--- config.mk ---
export PLATFORM = sky130hd
export DESIGN_NAME = param_mem_ctrl
export DESIGN_NICKNAME = d
export VERILOG_FILES = /design/src/rtl/mem_pkg.sv /design/src/rtl/mem_rd_pipe.sv /design/src/rtl/param_mem_ctrl.sv
export SDC_FILE = /design/constraint.sdc
export NUM_CORES = 1
export LEC_CHECK = 0
export CAP_MARGIN = 10
export CORE_ASPECT_RATIO = 0.6
export CORE_MARGIN = 8
export CORE_UTILIZATION = 50
export DETAILED_ROUTE_END_ITERATION = 10
export PLACE_DENSITY = 0.78
export SYNTH_ARGS = -nofsm -noshare
export SYNTH_HDL_FRONTEND = slang
export SYNTH_SLANG_ARGS = --single-unit
--- constraint.sdc ---
create_clock -name clk -period 2.5 [get_ports clk]
set_input_delay 0.5 -clock clk [delete_from_list [all_inputs] [get_ports clk]]
set_output_delay 0.5 -clock clk [all_outputs]
set_load 0.02 [all_outputs]
--- src/rtl/mem_pkg.sv ---
// Shared types and helpers for the parametrised memory controller.
package mem_pkg;

   // Controller operating state: self-clear sweep or normal request service.
   typedef enum logic {ST_CLEAR, ST_RUN} mem_state_t;

   // Address width for a given depth; keeps at least one bit for DEPTH = 1.
   function automatic int unsigned addr_w_f(input int unsigned depth);
      return (depth <= 32'd1) ? 32'd1 : int'($clog2(depth));
   endfunction

endpackage

--- src/rtl/mem_rd_pipe.sv ---
// Read response delay line: carries {valid, err, data} through LAT stages.
// Data and err are forced to zero on stages that hold no response.
module mem_rd_pipe #(
   parameter int unsigned DATA_W = 32,
   parameter int unsigned LAT    = 1
) (
   input  logic              clk,
   input  logic              i_rst_n,
   input  logic              i_valid,
   input  logic              i_err,
   input  logic [DATA_W-1:0] i_data,
   output logic              o_valid,
   output logic              o_err,
   output logic [DATA_W-1:0] o_data
);

   logic              r_valid [LAT];
   logic              r_err   [LAT];
   logic [DATA_W-1:0] r_data  [LAT];

   // First stage captures the response with data gated by valid.
   always_ff @(posedge clk or negedge i_rst_n) begin
      if (!i_rst_n) begin
         r_valid[0] <= 1'b0;
         r_err[0]   <= 1'b0;
         r_data[0]  <= '0;
      end else begin
         r_valid[0] <= i_valid;
         r_err[0]   <= i_valid & i_err;
         r_data[0]  <= i_valid ? i_data : '0;
      end
   end

   // Remaining stages shift the already-gated response along.
   for (genvar k = 1; k < int'(LAT); k++) begin : g_stage
      always_ff @(posedge clk or negedge i_rst_n) begin
         if (!i_rst_n) begin
            r_valid[k] <= 1'b0;
            r_err[k]   <= 1'b0;
            r_data[k]  <= '0;
         end else begin
            r_valid[k] <= r_valid[k-1];
            r_err[k]   <= r_err[k-1];
            r_data[k]  <= r_data[k-1];
         end
      end
   end

   assign o_valid = r_valid[LAT-1];
   assign o_err   = r_err[LAT-1];
   assign o_data  = r_data[LAT-1];

endmodule

--- src/rtl/param_mem_ctrl.sv ---
// Single-port synchronous memory with valid/ready requests, byte-enable
// writes, configurable read latency, range checking and self-clear.
module param_mem_ctrl
   import mem_pkg::*;
#(
   parameter  int unsigned DATA_W   = 32,
   parameter  int unsigned DEPTH    = 16,
   parameter  int unsigned READ_LAT = 1,
   localparam int unsigned ADDR_W   = addr_w_f(DEPTH),
   localparam int unsigned BE_W     = DATA_W / 8
) (
   input  logic              clk,
   input  logic              rst,
   input  logic              req_valid,
   output logic              req_ready,
   input  logic              req_wr,
   input  logic [ADDR_W-1:0] req_addr,
   input  logic [DATA_W-1:0] req_wdata,
   input  logic [BE_W-1:0]   req_be,
   input  logic              clr_start,
   output logic              rvalid,
   output logic [DATA_W-1:0] rdata,
   output logic              rerr,
   output logic              init_done
);

   // Reject unsupported configurations at elaboration.
   if ((READ_LAT != 32'd1) && (READ_LAT != 32'd2)) begin : g_bad_lat
      $error("param_mem_ctrl: READ_LAT must be 1 or 2");
   end
   if ((DATA_W % 32'd8) != 32'd0) begin : g_bad_width
      $error("param_mem_ctrl: DATA_W must be a multiple of 8");
   end
   if (DEPTH < 32'd2) begin : g_bad_depth
      $error("param_mem_ctrl: DEPTH must be at least 2");
   end

   mem_state_t        r_state;
   logic [ADDR_W-1:0] r_ptr;
   logic              r_req_ready;
   logic              r_init_done;
   logic [DATA_W-1:0] r_mem [DEPTH];

   logic              w_acc;
   logic              w_in_range;
   logic              w_wr_acc;
   logic              w_rd_acc;
   logic [DATA_W-1:0] w_rd_data;

   assign w_acc      = req_valid & r_req_ready;
   assign w_in_range = (32'(req_addr) < DEPTH);
   assign w_wr_acc   = w_acc & req_wr & w_in_range;
   assign w_rd_acc   = w_acc & ~req_wr;
   assign w_rd_data  = w_in_range ? r_mem[req_addr] : '0;

   // Control FSM: clear sweep after reset or clr_start, then serve requests.
   always_ff @(posedge clk or negedge rst) begin
      if (!rst) begin
         r_state     <= ST_CLEAR;
         r_ptr       <= '0;
         r_req_ready <= 1'b0;
         r_init_done <= 1'b0;
      end else begin
         case (r_state)
            ST_CLEAR: begin
               if (r_ptr == ADDR_W'(DEPTH - 32'd1)) begin
                  r_state     <= ST_RUN;
                  r_ptr       <= '0;
                  r_req_ready <= 1'b1;
                  r_init_done <= 1'b1;
               end else begin
                  r_ptr <= r_ptr + ADDR_W'(1);
               end
            end
            ST_RUN: begin
               if (clr_start) begin
                  r_state     <= ST_CLEAR;
                  r_ptr       <= '0;
                  r_req_ready <= 1'b0;
                  r_init_done <= 1'b0;
               end
            end
            default: begin
               r_state     <= ST_CLEAR;
               r_ptr       <= '0;
               r_req_ready <= 1'b0;
               r_init_done <= 1'b0;
            end
         endcase
      end
   end

   // Storage: zero one word per cycle while clearing, else byte-merge writes.
   always_ff @(posedge clk) begin
      if (r_state == ST_CLEAR) begin
         r_mem[r_ptr] <= '0;
      end else if (w_wr_acc) begin
         for (int b = 0; b < int'(BE_W); b++) begin
            if (req_be[b]) begin
               r_mem[req_addr][b*8 +: 8] <= req_wdata[b*8 +: 8];
            end
         end
      end
   end

   // Read responses travel through a fixed-latency pipe, even during clear.
   mem_rd_pipe #(
      .DATA_W (DATA_W),
      .LAT    (READ_LAT)
   ) u_rd_pipe (
      .clk     (clk),
      .i_rst_n (rst),
      .i_valid (w_rd_acc),
      .i_err   (~w_in_range),
      .i_data  (w_rd_data),
      .o_valid (rvalid),
      .o_err   (rerr),
      .o_data  (rdata)
   );

   assign req_ready = r_req_ready;
   assign init_done = r_init_done;

endmodule
# --- Word level (Yosys, flattened, before mapping) ---
# Memories as Yosys holds them, arrays and structs flattened.
# Cells that the tools add are included.
op_classes:
  add_sub_neg: 1
  eq_ne: 3
  n_mux: 30
  n_bitwise: 5
  n_reduce_logical: 2
ops:
  columns: ["cell", "n"]
  rows:
  - ["two-way mux 32 bit", 2]
  - ["OR reduction 32 bit", 1]
  - ["two-way mux 1 bit", 21]
  - ["two-way mux 4 bit", 4]
  - ["one-hot mux 4 bit (2 select lines)", 1]
  - ["adder 4 x 1 -> 4 bit (second input constant)", 1]
  - ["equality test 4 bit (second input constant)", 1]
  - ["inequality test 2 bit (second input constant)", 2]
  - ["one-hot mux 1 bit (2 select lines)", 2]
  - ["bitwise AND 1 bit", 3]
  - ["NOT 1 bit", 2]
  - ["AND reduction 2 bit", 1]
word_totals:
  reg_bits: 39
  mem_bits_rw: 512
  in_bits: 45
  wordCells: 47
  mem_count: 1
mem_list:
  columns: ["memory", "words", "word_bits", "rd", "rd_clocked_by_memory_dff", "write_ports", "line", "rtl"]
  rows:
  - ["r_mem", 16, 32, 1, 0, 1, "param_mem_ctrl.sv:42", "logic [DATA_W-1:0] r_mem [DEPTH];"]

# --- Depth between registers and ports, before layout ---
# Gate-level depths: netlist of run 1.
logic_depth:
  depth_word: 7
  mapped_depth: 7
  mapped_depth_nobuf: 5

# --- Hierarchy ---
# From an unflattened synthesis of run 1, not the netlist that was laid out.
hier_totals:
  hier_cells: 1040
  hier_area_um2: 21290.4
modules_own_cells:
  columns: ["mod", "instances", "cells_each", "area_per_inst_um2", "seq_area_each_um2"]
  rows:
  - ["param_mem_ctrl", 1, 970, 20176.9, 15524.9]
  - ["mem_rd_pipe", 1, 70, 1113.6, 850.8]

# --- Worst setup path after synthesis of run 1 ---
# OpenSTA, ideal clock, no wires.
synth_path:
  kind: "input to register"
  start: "input port req_addr[0]"
  end: "memory r_mem[14][10] (enable)"
  setup_time_ps: 370
  arrival_ps: 1762
  required_ps: 2130
  path_slack_ps: 368
  stages: 6
  cell_sequence: "buf_6 > buf_6 > buf_6 > nand3b_1 > mux2_2 > nor2_1"
synth_via:
  elab_chain_cells: 1
synth_lines:
  columns: ["item", "line", "rtl"]
  rows:
  - ["start: declaration", "param_mem_ctrl.sv:17", "input logic [ADDR_W-1:0] req_addr,"]
  - ["two-way mux 4 bit (no line)", null, null]
  - ["end: declaration", "param_mem_ctrl.sv:42", null]
# No other way between the ends.

# --- Final worst setup path of run 1 ---
layout_path:
  start: "input port req_wr"
  end: "memory r_mem[4][5] (enable)"
layout_via:
  elab_chain_cells: 6
  elab_cells_between_ends: 16
  classes_between: "mux: 14; bitwise: 1; reduce/logical: 1"
layout_lines:
  columns: ["item", "line", "rtl"]
  rows:
  - ["start: declaration", "param_mem_ctrl.sv:16", "input logic req_wr,"]
  - ["bitwise AND 1 bit (*)", "param_mem_ctrl.sv:52", "assign w_wr_acc = w_acc & req_wr & w_in_range;"]
  - ["two-way mux 1 bit", "param_mem_ctrl.sv:97", "end else if (w_wr_acc) begin"]
  - ["two-way mux 1 bit", "param_mem_ctrl.sv:95", "if (r_state == ST_CLEAR) begin"]
  - ["two-way mux 1 bit (not written as such)", "param_mem_ctrl.sv:100", "r_mem[req_addr][b*8 +: 8] <= req_wdata[b*8 +: 8];"]
  - ["OR reduction 32 bit (no line)", null, null]
  - ["two-way mux 4 bit (no line)", null, null]
# Every way passes the cells marked *; elsewhere a longest branch is shown, timed or not.

==> flow_summary.toml, run 1 <==
[outcome]
outcome = "finished, final reports clean"

[clocking]
cts_made_buffers = 48
clk_latency_ps = 580
tritoncts = "yes"
clk_pin_slew_ps = 70
cts_htree_levels = 2
clock_sinks = 551
cts_max_path_buffers = 3
cts_root_buf = "clkbuf_16"

[sta]
setup_viol = 0
finalCritPeriodShare = 0.996
setup_slack_ps = 11.0
slew_headroom = 0.377
drv_slew = 0
clock_skew_ps = 21.9
rsz0062_at_grt = "yes"
max_freq_ghz = 0.402
tns_ps = 0
worstMarginPinSlew_ps = 934
hold_violations = 0
final.min_clock_period_ps = 2490

[route]
vias_per_cell = 5.91
drt-wirelength-per-cell_um = 25.9
drt_wl_total_mm = 46.1
antenna_left = 0
firstDrtPassIters = 5
drt_drc_violations_left = 0
drtIter0Drc = 1118
vias = 10500

[logic_synthesis]
ys.flop_type = "edfxtp_1"
ys_seq_elements = 551
yosys_warnings = 0
synthesis.nets = 1040
synth_cell_types = 37
syn_area_um2 = 21100
avgSynthCellArea_um2 = 21.3
async_reset_ff_frac = 0.0708
synthCells = 994
synth-seq-area-share = 0.773
synth_edf_count = 512

[power_and_ir_drop]
seqPwrFrac = 0.527
clock_power_share = 0.318
sw_frac_of_total = 0.256
p_comb_frac = 0.156
p_leak_nw = 8.72
powerDensity_nw_per_um2 = 898
power.internal_mw = 16.6
switchingPower_mw = 5.70
peakVddDrop_mv = 0.540

[floorplan]
core_um2 = 41800
die-height_um = 175
die_x_um = 281
dieArea_um2 = 49300
start_util = 0.506
io_pins = 81
rows = 58

[finish]
final_nets = 1213
syn2layout_area_growth_pct = 17.4
final_cell_mix = "512 x edfxtp_1, 128 x mux4_2, 84 x buf_4"
final_common_cell = "edfxtp_1"
antennaDiodeCount = 0
postLayoutCoreUtil = 0.594
drive_gt1_frac = 0.263
fillCellCount = 2935

[setup_path]
rr_startpoint = "r_state"
cpPeakStageDelay_ps = 740
r2r_end = "r_mem[4][5]"
crit_required_ps = 2700
path_max_fanout = 8
cp-end-kind = "register"
cp-start-kind = "primary input"
cp_slowest_cell = "nor2_1"
critical_path_class = "primary input to register"
worstPathCellList = "clkdlybuf4s50_1 > nand4_1 > buf_4 > nor2_1 > a21oi_1 > nor2_1"
critPathArrivalTime_ps = 2690
cp_common_cell = "nor2_1"
reg2regPathDepth = 5
rrSetupSlack_ps = 80

[grt]
grt_pass1_vias = 10800
track_usage = 0.186
antenna_found_initial = 0
overflow = 0
grt_pass1_wl_mm = 68.9
grt_max_degree = 104

[placed_design]
io_buffers = 79
place_hpwl_mm = 28.7
routabilityCongestion = 0.777
dp_slack_ps = -565

[worst_hold_path]
worstHoldPathType = "primary input to asynchronous set/reset pin"

[job]
cap_violations = 0
==> power groups by stage <==
stage          combinational, mW  sequential [mW]  clock (mW)
2_1_floorplan               1.88             11.8           0
4_1_cts                     3.43             11.7        7.16
3_5_place_dp                3.40             11.9           0
5_1_grt                     3.70             11.8        7.52
3_3_place_gp                3.31             11.9           0
6_report                    3.46             11.7        7.07
==> flip-flops by register name (all words and copies together) (netlist names) <==
signal	count
r_ptr	4
init_done	1
u_rd_pipe.o_valid	1
r_mem	512
r_state	1
u_rd_pipe.o_data	32
==> worst max path at each step <==
| stage | start | end | slack (ps) | depth (start not counted) |
|---|---|---|---|---|
| finish | req_wr | r_mem[4][5] | 10 | 6 |
| global route | req_valid | r_mem[4][5] | -110 | 6 |
| CTS | req_wr | r_mem[6][6] | 30 | 6 |
| detailed placement | req_wr | r_mem[5][2] | -560 | 6 |
| global placement | req_wr | r_mem[6][2] | -530 | 6 |
| floorplan | req_addr[0] | r_mem[14][10] | 370 | 6 |
==> cells in the mapped netlist (3+ instances only) <==
library cell | number | share of area
o22ai_1 | 3 | 0.00089
clkbuf_1 | 26 | 0.0046
and2_1 | 32 | 0.0095
nor3b_1 | 6 | 0.0021
mux4_2 | 128 | 0.14
nand2_1 | 7 | 0.0012
edfxtp_1 | 512 | 0.73
nand3_1 | 3 | 0.00071
o21ai_1 | 32 | 0.0076
buf_2 | 15 | 0.0036
buf_4 | 7 | 0.0025
dfrtp_1 | 39 | 0.046
and3b_1 | 3 | 0.0012
nor2_1 | 71 | 0.013
a21oi_1 | 8 | 0.0019
mux2i_1 | 34 | 0.016
mux2i_2 | 5 | 0.0033
buf_6 | 6 | 0.0032
a22oi_1 | 33 | 0.012
==> timing repair <==
action / 4_1_cts / 5_1_grt
hold buffers: 0 / 0
endpoints found under the setup margin: 0 / 115
setup buffers: 0 / 0
gates resized for setup: 0 / 13
==> layer usage <==
layer / GRT usage / part of all wire
met1: 0.272 / 0.43
met4: 0.0386 / 0.018
met2: 0.293 / 0.47
met3: 0.0387 / 0.082
met5: 0 / 0
==> worst max-delay path, delay by kind of cell <==
family	cells	cell delay, ps
AND/OR/NAND/NOR	3	1170
buffers and inverters	2	670
AO/OA/AOI/OAI	1	340
==> kinds of logic after synthesis <==
kind of cell / after synthesis / share of synthesized area
flip-flops: 551 / 0.773
adder cells (fa/ha/maj): 1 / 0.000592
XOR/XNOR: 1 / 0.000414
AND/OR/NAND/NOR: 132 / 0.0304
multiplexers: 169 / 0.157
AO/OA/AOI/OAI: 80 / 0.0234
other: 1 / 0.000177
buffers and inverters: 59 / 0.0147
==> metrics by stage <==
stage,std cells,instance area (um2),power (mW),hold WS (ps)
floorplan,994,21100,13.7,204
global placement,1687,23300,15.2,631
detailed placement,1687,23300,15.3,644
CTS,1777,24800,22.3,46.1
global route,1777,24800,23.0,83.1
finish,1777,24800,22.3,41.4
==> layout make-up <==
class                           count  area, um2  share of cell area
Tap cell                          570        713              0.0287
Inverter                            3       11.3            0.000454
Sequential cell                   551      16400               0.659
Clock buffer                       69       1310              0.0529
Multi-Input combinational cell    384       4520               0.182
Timing Repair Buffer              179       1750              0.0704
Clock inverter                     21        159             0.00640
No activity file was read; power rests on OpenSTA's default activity.
==> inputs of run 2 (changes only) <==
--- a/config.mk
+++ b/config.mk
@@ -11,6 +11,7 @@
 export CORE_UTILIZATION = 50
 export DETAILED_ROUTE_END_ITERATION = 10
 export PLACE_DENSITY = 0.78
+export SLEW_MARGIN = 20
 export SYNTH_ARGS = -nofsm -noshare
 export SYNTH_HDL_FRONTEND = slang
 export SYNTH_SLANG_ARGS = --single-unit
==> results of run 2 <==
Same layout as run 1: the final DEF is identical, and so are final timing and power.
